===== src/rtl/apb_pkg.sv =====
// Shared APB defaults and the scheduler FSM state encoding.
package apb_pkg;

  localparam int APB_ADDR_WIDTH = 8;
  localparam int APB_DATA_WIDTH = 24;

  typedef enum logic [1:0] {
    ST_IDLE   = 2'd1,
    ST_SETUP  = 2'd3,
    ST_ACCESS = 2'd2
  } apb_state_e;

endpackage


===== src/rtl/apb_write_scheduler_rr_arbiter.sv =====
// Combinational round-robin pick: searches from rr_ptr+1 upward, wrapping to 0.
module rr_arbiter #(
  parameter int NUM_REQ = 8
) (
  input  logic [NUM_REQ-1:0]         eligible,
  input  logic [$clog2(NUM_REQ)-1:0] rr_ptr,
  output logic [$clog2(NUM_REQ)-1:0] winner,
  output logic                       valid
);

  localparam int IDW = $clog2(NUM_REQ);

  logic [IDW-1:0] idx;

  always_comb begin
    winner = '0;
    valid  = 1'b0;
    idx    = '0;
    // k = NUM_REQ revisits rr_ptr itself last, so the previous winner has lowest priority
    for (int k = 1; k <= NUM_REQ; k++) begin
      idx = IDW'((int'(rr_ptr) + k) % NUM_REQ);
      if (!valid && eligible[idx]) begin
        valid  = 1'b1;
        winner = idx;
      end
    end
  end

endmodule


===== src/rtl/apb_write_scheduler.sv =====
// Shares one APB3 master port among NUM_REQ write requesters, round-robin,
// with a per-transfer ACCESS timeout that completes the transfer with err=1.
module apb_write_scheduler
  import apb_pkg::*;
#(
  parameter int NUM_REQ    = 8,
  parameter int ADDR_WIDTH = APB_ADDR_WIDTH,
  parameter int DATA_WIDTH = APB_DATA_WIDTH,
  parameter int TIMEOUT    = 16
) (
  input  logic                          pclk,
  input  logic                          reset,
  input  logic [NUM_REQ-1:0]            req,
  input  logic [NUM_REQ*ADDR_WIDTH-1:0] req_addr,
  input  logic [NUM_REQ*DATA_WIDTH-1:0] req_data,
  output logic [NUM_REQ-1:0]            ack,
  output logic [NUM_REQ-1:0]            err,
  output logic                          psel,
  output logic                          penable,
  output logic                          pwrite,
  output logic [ADDR_WIDTH-1:0]         paddr,
  output logic [DATA_WIDTH-1:0]         pwdata,
  input  logic                          pready,
  input  logic                          pslverr,
  output logic                          busy,
  output logic [$clog2(NUM_REQ)-1:0]    grant_id,
  output apb_state_e                    dbg_state
);

  localparam int IDW = $clog2(NUM_REQ);

  // Requester handshake: req is a level held until ack; ack/err pulse for one
  // cycle, and a req still high the cycle after its ack is a new request.
  apb_state_e             state, state_d;
  logic [7:0]             wait_cnt, wait_d;
  logic [IDW-1:0]         rr_ptr, rr_d, grant_d, win;
  logic                   win_valid;
  logic                   psel_d, penable_d;
  logic [ADDR_WIDTH-1:0]  paddr_d;
  logic [DATA_WIDTH-1:0]  pwdata_d;
  logic [NUM_REQ-1:0]     ack_d, err_d;

  rr_arbiter #(.NUM_REQ(NUM_REQ)) u_arb (
    .eligible (req & ~ack),
    .rr_ptr   (rr_ptr),
    .winner   (win),
    .valid    (win_valid)
  );

  assign pwrite    = 1'b1;
  assign dbg_state = state;

  always_comb begin
    state_d   = state;
    wait_d    = wait_cnt;
    rr_d      = rr_ptr;
    grant_d   = grant_id;
    psel_d    = psel;
    penable_d = penable;
    paddr_d   = paddr;
    pwdata_d  = pwdata;
    ack_d     = '0;
    err_d     = '0;
    case (state)
      ST_IDLE: begin
        if (win_valid) begin
          for (int i = 0; i < NUM_REQ; i++) begin
            if (win == IDW'(i)) begin
              paddr_d  = req_addr[i*ADDR_WIDTH +: ADDR_WIDTH];
              pwdata_d = req_data[i*DATA_WIDTH +: DATA_WIDTH];
            end
          end
          grant_d   = win;
          psel_d    = 1'b1;
          penable_d = 1'b0;
          state_d   = ST_SETUP;
        end
      end
      ST_SETUP: begin
        penable_d = 1'b1;
        wait_d    = '0;
        state_d   = ST_ACCESS;
      end
      ST_ACCESS: begin
        if (pready || wait_cnt == 8'(TIMEOUT - 1)) begin
          psel_d          = 1'b0;
          penable_d       = 1'b0;
          ack_d[grant_id] = 1'b1;
          err_d[grant_id] = pready ? pslverr : 1'b1;
          rr_d            = grant_id;
          state_d         = ST_IDLE;
        end else begin
          wait_d = wait_cnt + 8'd1;
        end
      end
      default: begin
        psel_d    = 1'b0;
        penable_d = 1'b0;
        state_d   = ST_IDLE;
      end
    endcase
  end

  always_ff @(posedge pclk) begin
    if (reset) begin
      state    <= ST_IDLE;
      wait_cnt <= '0;
      rr_ptr   <= IDW'(NUM_REQ - 1);
      grant_id <= '0;
      psel     <= 1'b0;
      penable  <= 1'b0;
      paddr    <= '0;
      pwdata   <= '0;
      ack      <= '0;
      err      <= '0;
      busy     <= 1'b0;
    end else begin
      state    <= state_d;
      wait_cnt <= wait_d;
      rr_ptr   <= rr_d;
      grant_id <= grant_d;
      psel     <= psel_d;
      penable  <= penable_d;
      paddr    <= paddr_d;
      pwdata   <= pwdata_d;
      ack      <= ack_d;
      err      <= err_d;
      busy     <= (state_d == ST_SETUP) || (state_d == ST_ACCESS);
    end
  end

endmodule


===== config.mk =====
export PLATFORM = sky130hd
export DESIGN_NAME = apb_write_scheduler
export DESIGN_NICKNAME = d
export VERILOG_FILES = /design/src/rtl/apb_pkg.sv /design/src/rtl/apb_write_scheduler_rr_arbiter.sv /design/src/rtl/apb_write_scheduler.sv
export SDC_FILE = /design/constraint.sdc
export NUM_CORES = 1
export LEC_CHECK = 0
export ABC_AREA = 1
export CAP_MARGIN = 20
export CORE_AREA = 2 2 134 162
export CTS_CLUSTER_DIAMETER = 40
export CTS_CLUSTER_SIZE = 30
export DETAILED_ROUTE_END_ITERATION = 16
export DIE_AREA = 0 0 136 164
export GPL_TIMING_DRIVEN = 1
export MAX_ROUTING_LAYER = met4
export PLACE_DENSITY = 0.65
export SETUP_SLACK_MARGIN = 0.5
export SLEW_MARGIN = 20
export SYNTH_ARGS = -nofsm -noshare
export SYNTH_HDL_FRONTEND = slang
export SYNTH_SLANG_ARGS = --single-unit

===== constraint.sdc =====
create_clock -name pclk -period 4.5 [get_ports pclk]
set_clock_uncertainty 0.2 [all_clocks]
set_input_delay 0.9 -clock pclk [delete_from_list [all_inputs] [get_ports pclk]]
set_output_delay 0.9 -clock pclk [all_outputs]
set_load 0.01 [all_outputs]

==> flow_metrics.py <==
metrics = {
    "clocking": {
        "cts_buffers": 9,
        "clock_latency_ns": 0.33,
        "h-tree-depth": 3,
        "cts.sinks": 66,
        "cts_root_buf": "clkbuf_16",
        "cts_tree": "built",
        "clk_pin_slew_ns": 0.06,
        "clk_path_buf_depth": 2,
    },
    "critical_path": {
        "reg2reg_slack_ns": 0.68,
        "worstSetupPathType": "reg2reg",
        "critical_path.max_stage_delay_ns": 0.37,
        "crit_arrival_ns": 3.82,
        "endpoint_kind": "flop",
        "critical_path.startpoint_type": "flop",
        "cp_slowest_cell": "nor2_4",
        "worstPathMaxFanout": 9,
        "required_ns": 4.50,
        "critical-path-top-cell-by-count": "nand2_1",
    },
    "pwr": {
        "power.leakage_nw": 4.944,
        "power.density_mw_per_mm2": 339.5,
        "irDropWorstVdd_mv": 0.2630,
    },
    "global_routing": {
        "overflow": 0,
        "busiest_layer": "met2",
        "use_met2_pct": 46.62,
        "grt_first_pass_wirelength_mm": 42.50,
        "use_met3_pct": 6.111,
        "antenna_found_initial": 2,
        "use_met1_pct": 26.71,
        "grt_start_max_net_pins": 45,
        "grt_pass1_vias": 8100,
        "grt.total_usage_pct": 25.75,
    },
    "synthesis": {
        "yosysTopAreaCell": "dfxtp_1",
        "synthCells": 1098,
        "syn_nets": 1369,
        "ys_ff_latch": 66,
        "ys_warn_count": 0,
        "synth_edf_count": 0,
        "synth.cell_area_mm2": 0.006145,
        "ys.flop_type": "dfxtp_1",
        "async_reset_ff_share_pct": 0,
        "synth.avg_cell_area_um2": 5.596,
        "yosysSeqAreaShare_pct": 21.50,
        "yosysMostFrequentCell": "nand2_1",
        "synth_top_area_share_pct": 21.50,
        "synth_top_cells_by_area": "dfxtp_1 22%, nand2_1 19%, nand3_1 12%",
        "synth_cell_types": 36,
        "synth.top_cells.by_count": "314 x nand2_1, 153 x nand3_1, 130 x inv_1",
    },
    "final_layout": {
        "drive_gt1_share_pct": 13.37,
        "nNetsFinal": 1717,
        "area_delta_synth_final_pct": 77.68,
    },
    "sta": {
        "rsz0062_at_grt": "false",
        "finalHoldViolCount": 0,
        "finalCritPeriodShare_pct": 84.98,
        "period_needed_ns": 3.824,
        "max_freq_mhz": 261.5,
        "hold_ws_ns": 0.2629,
        "final-setup-viol-count": 0,
        "slew_viol_final": 0,
        "setup_tns_ns": 0,
    },
    "floorplanning": {
        "start_util_pct": 29.61,
        "rows": 58,
        "die_x_um": 136,
        "io_pins": 325,
        "core_area_mm2": 0.02075,
        "design.die.area_mm2": 0.02230,
        "die_y_um": 164,
    },
    "hold_path": {
        "hold_path.class": "reg2reg",
    },
    "status": {
        "status": "complete, no violations",
    },
    "route": {
        "wl_per_cell_um": 17.91,
        "vias": 8500,
        "drt_wl_total_mm": 30.85,
        "viasPerCell": 4.933,
        "drt_iter0_markers": 518,
        "ant_nets": 0,
        "route.detailed.drc": 0,
        "dr.pass1.iters": 5,
    },
    "placed_design": {
        "port_buffers": 323,
        "dp_hpwl_mm": 23.09,
        "place_congestion": 0.8508,
    },
    "run": {
        "maxCapViolations": 0,
    },
}
-- layer usage --
layer,up-vias,wire length [um]
met2,352,15440
met5,-,0
met3,63,2374
met4,0,1452
li1,4248,-
met1,3837,11590
-- critical path: cells and delay by family, from the launching register on --
kind	cells	cell delay, ns
simple gates	19	2.15
buf+inv	5	0.60
flops	1	0.35
fa+ha+maj	1	0.32
compound gates	1	0.05
-- flip-flops by register name (all words and copies together) (netlist names) --
name,count
dbg_state,1
rr_ptr,3
penable,1
pwdata,24
err,8
ack,8
wait_cnt,8
busy,1
paddr,8
grant_id,3
psel,1
-- worst paths after layout --
check,start,endpoint,depth (start not counted)
worst max-delay path,rr_ptr[1]$_SDFFE_PP1P_,pwdata[16]$_SDFFE_PP0P_,26
worst min-delay path,paddr[5]$_SDFFE_PP0P_,paddr[5]$_SDFFE_PP0P_,2
worst max register to register,rr_ptr[1]$_SDFFE_PP1P_,pwdata[16]$_SDFFE_PP0P_,26
worst min register to register,paddr[5]$_SDFFE_PP0P_,paddr[5]$_SDFFE_PP0P_,2
-- through the flow --
| step | worst slack (ns) | instance area [um2] | cells | power (W) | utilization [%] |
|---|---|---|---|---|---|
| 2_1_floorplan | 1.097 | 6145 | 1098 | 0.001797 | - |
| 3_3_place_gp | 0.1581 | 9682 | 1660 | 0.002655 | 46.65 |
| 3_5_place_dp | 0.1188 | 9682 | 1660 | 0.002664 | 46.65 |
| 4_1_cts | 0.5018 | 10050 | 1680 | 0.003457 | 48.44 |
| 5_1_grt | 0.4739 | 10920 | 1723 | 0.003944 | 52.60 |
| 6_report | 0.6759 | 10920 | 1723 | 0.003707 | 52.60 |
-- kinds of logic (layout without fill, tap and decap cells) --
family | after synthesis | after routing | share of synthesized area (%)
flip-flops | 66 | 66 | 21.50
AO/OA/AOI/OAI | 148 | 148 | 13.66
AND/OR/NAND/NOR | 666 | 670 | 48.50
other | 1 | 3 | 0.06103
XOR/XNOR | 3 | 3 | 0.6720
buffers and inverters | 211 | 560 | 14.99
adder cells (fa/ha/maj) | 3 | 3 | 0.6109
-- timing repair --
| action | CTS | global route |
|---|---|---|
| hold buffers | 0 | 0 |
| pin swaps | 1 | 27 |
| endpoints found under the setup margin | 11 | 32 |
| gates resized for setup | 3 | 106 |
| cloned | 0 | 12 |
| buffers inserted | 4 | 29 |
-- layout make-up --
cell class,instances,area [um2]
flip-flops and latches,66,1321
clock inverters,6,88.84
repair inverters,1,5.005
fillers,2209,9837
multi-input cells,825,4259
diodes,2,5.005
repair buffers,402,4104
inverters,141,558.0
well taps,270,337.8
clock buffers,10,239.0
-- report_power, final --
| group | internal (W) | leakage [nW] | total (W) | switching, W |
|---|---|---|---|---|
| sequential | 0.000674 | 0.540 | 0.000733 | 0.0000589 |
| combinational | 0.000966 | 4.25 | 0.00220 | 0.00123 |
| clock | 0.000501 | 0.155 | 0.000774 | 0.000273 |
-- cell usage in the layout, fill, tap and decap left out, drive strengths merged --
cell type      netlist  layout
a21boi               1       1
a21oi               71      71
a221oi               2       2
a31oi                1       1
buf                 51      75
bufinv               0       2
clkbuf              19      14
clkdlybuf4s50        0     315
clkinv               1       3
clkinvlp             0       4
conb                 1       1
dfxtp               66      66
diode                0       2
dlymetal6s2s         0       8
ha                   3       3
inv                140     139
nand2              322     326
nand3              155     155
nand4               39      39
nor2               104     104
nor3                14      14
nor4                 1       1
o211ai              32      32
o21ai               38      38
o21bai               2       2
o31ai                1       1
or2                 31      31
xnor2                2       2
xor2                 1       1
Power figures use the tool's default switching activity.
==> RTL edit, RTL diff (same settings) <==
Remove the register `err`: a continuous assignment takes its place, so the output `err` follows one clock earlier.
--- a/src/rtl/apb_write_scheduler.sv
+++ b/src/rtl/apb_write_scheduler.sv
@@ -112,7 +112,6 @@
       paddr    <= '0;
       pwdata   <= '0;
       ack      <= '0;
-      err      <= '0;
       busy     <= 1'b0;
     end else begin
       state    <= state_d;
@@ -124,10 +123,11 @@
       paddr    <= paddr_d;
       pwdata   <= pwdata_d;
       ack      <= ack_d;
-      err      <= err_d;
       busy     <= (state_d == ST_SETUP) || (state_d == ST_ACCESS);
     end
   end
 
+  assign err = err_d;
+
 endmodule
 
Formal check against the unedited RTL: not equivalent (Yosys sat finds a counterexample within 4 cycles, from zero or initial values and one cycle with reset high).
==> RTL edit against the unedited design <==
Wire length shrank 6.9%. Via count shrank 6.2%. Area after synthesis shrank 3.9%. Hold slack is essentially flat. Cell area shrank 7.0%. Sequential cell count shrank 8. Total power shrank 0.34%. Setup slack lost 0.071 ns. Critical endpoint is now pwdata[10]$_SDFFE_PP0P_. Largest cell class unchanged. Highest routed layer unchanged.
==> RTL edit: results (changes against the unedited design) <==
Critical path
  • Path depth of the worst reg2reg path: 25 (-3.8%)
  • Critical Path Start: req[2]
  • CP peak stage delay: 0.52 ns (+0.15 ns)
  • Max FO, Critical Path: 28 (+19)

Detailed routing
  • WL met1: 11500 µm (-0.98%)
  • Vias: 7972 (-6.2%)
  • WL met3: 1910 µm (-19%)
  • DR WL met2: 14300 µm (-7.4%)
  • Drt pass-1 iters: 6 (+1)

Finish
  • Sequential portion of the cell area: 11.4% (-0.67 points)
  • Cell Count, Final, Fillers Out: 1645 (-4.5%)
  • Non-clock buffer share: 36.3% (-1.3 points)
  • #MultiIn Comb: 755 (-8.5%)
  • # diodes: 1 (-1)
  • Inverters: 179 (+26%)
  • Clock network share of area: 3.70% (+0.69 points)
  • Share of cells above drive strength 1: 10.5% (-2.9 points)
  • Post-route cell area: 0.0102 mm² (-7.0%)
  • Area of the multi-input gates: 0.00392 mm² (-8.1%)

Logic synthesis
  • Post-synth top cells: nand2_1 (286), inv_1 (165), nand3_1 (130)
  • Synth Area in XOR/XNOR: 1.21% (+0.54 points)
  • Synth area leaders: dfxtp_1 (20%), nand2_1 (18%), nand3_1 (11%)
  • Adder-cell area share of the yosys netlist: 0.636% (+0.025 points)
  • Post-synthesis compound-gate area fraction: 18.7% (+5.1 points)
  • Number of library cell types mapped by synthesis: 39 (+8.3%)

Placed design
  • Routability Congestion: 0.915 (+7.5%)
  • Post-DP Area: 0.00938 mm² (-3.1%)
  • Final HPWL DP: 21900 µm (-5.4%)

Clock tree
  • Clock sinks: 58 (-12%)
  • PostCTS Resize Cnt: 2 (-1)

Global routing
  • GRT Resource Usage Total: 25.5% (-0.22 points)
  • First-pass GRT wire length: 41800 µm (-1.7%)
  • Grt met3 use: 5.34% (-0.77 points)
  • Antenna violations before repair: 0 (-2)
  • Grt met2 use: 43.6% (-3.0 points)
  • Vias in the first global route: 7760 (-4.2%)

Power and ir drop
  • LEAKAGE: 4.59 nW (-7.1%)

Run status
  • Status: finished, final reports clean

Worst hold path
  • Worst min-delay path startpoint: wait_cnt[7]$_SDFFE_PP0P_
[RTL edit: changes by cell type in the layout (fill, tap and decap cells not counted), moves of 10 or more]
cell	change
o211ai_1	-20
a21oi_1	+17
o21ai_1	+25
nor3_1	-11
nor2_1	-57
nand4_1	-10
o21ai_0	+43
inv_1	+37
nand2_2	-12
nand3_1	-14
nand2_1	-17
buf_4	-20
[RTL edit: through the flow]
stage / worst slack (ns) / total power, W / utilization, % / hold WS (ns)
after global placement: 0.181 / 0.00266 / 45.2 / 0.252
after detailed placement: 0.150 / 0.00267 / 45.2 / 0.256
after global routing: 0.442 / 0.00398 / 48.9 / 0.286
final: 0.605 / 0.00369 / 48.9 / 0.262
after CTS: 0.527 / 0.00358 / 47.0 / 0.265
after floorplan: 1.18 / 0.00185 / - / 0.238
[RTL edit: power breakdown]
part           internal, W  total, W  switching (W)
Clock             0.000614  0.000888       0.000274
Sequential        0.000611  0.000676      0.0000650
Combinational     0.000934   0.00213        0.00120
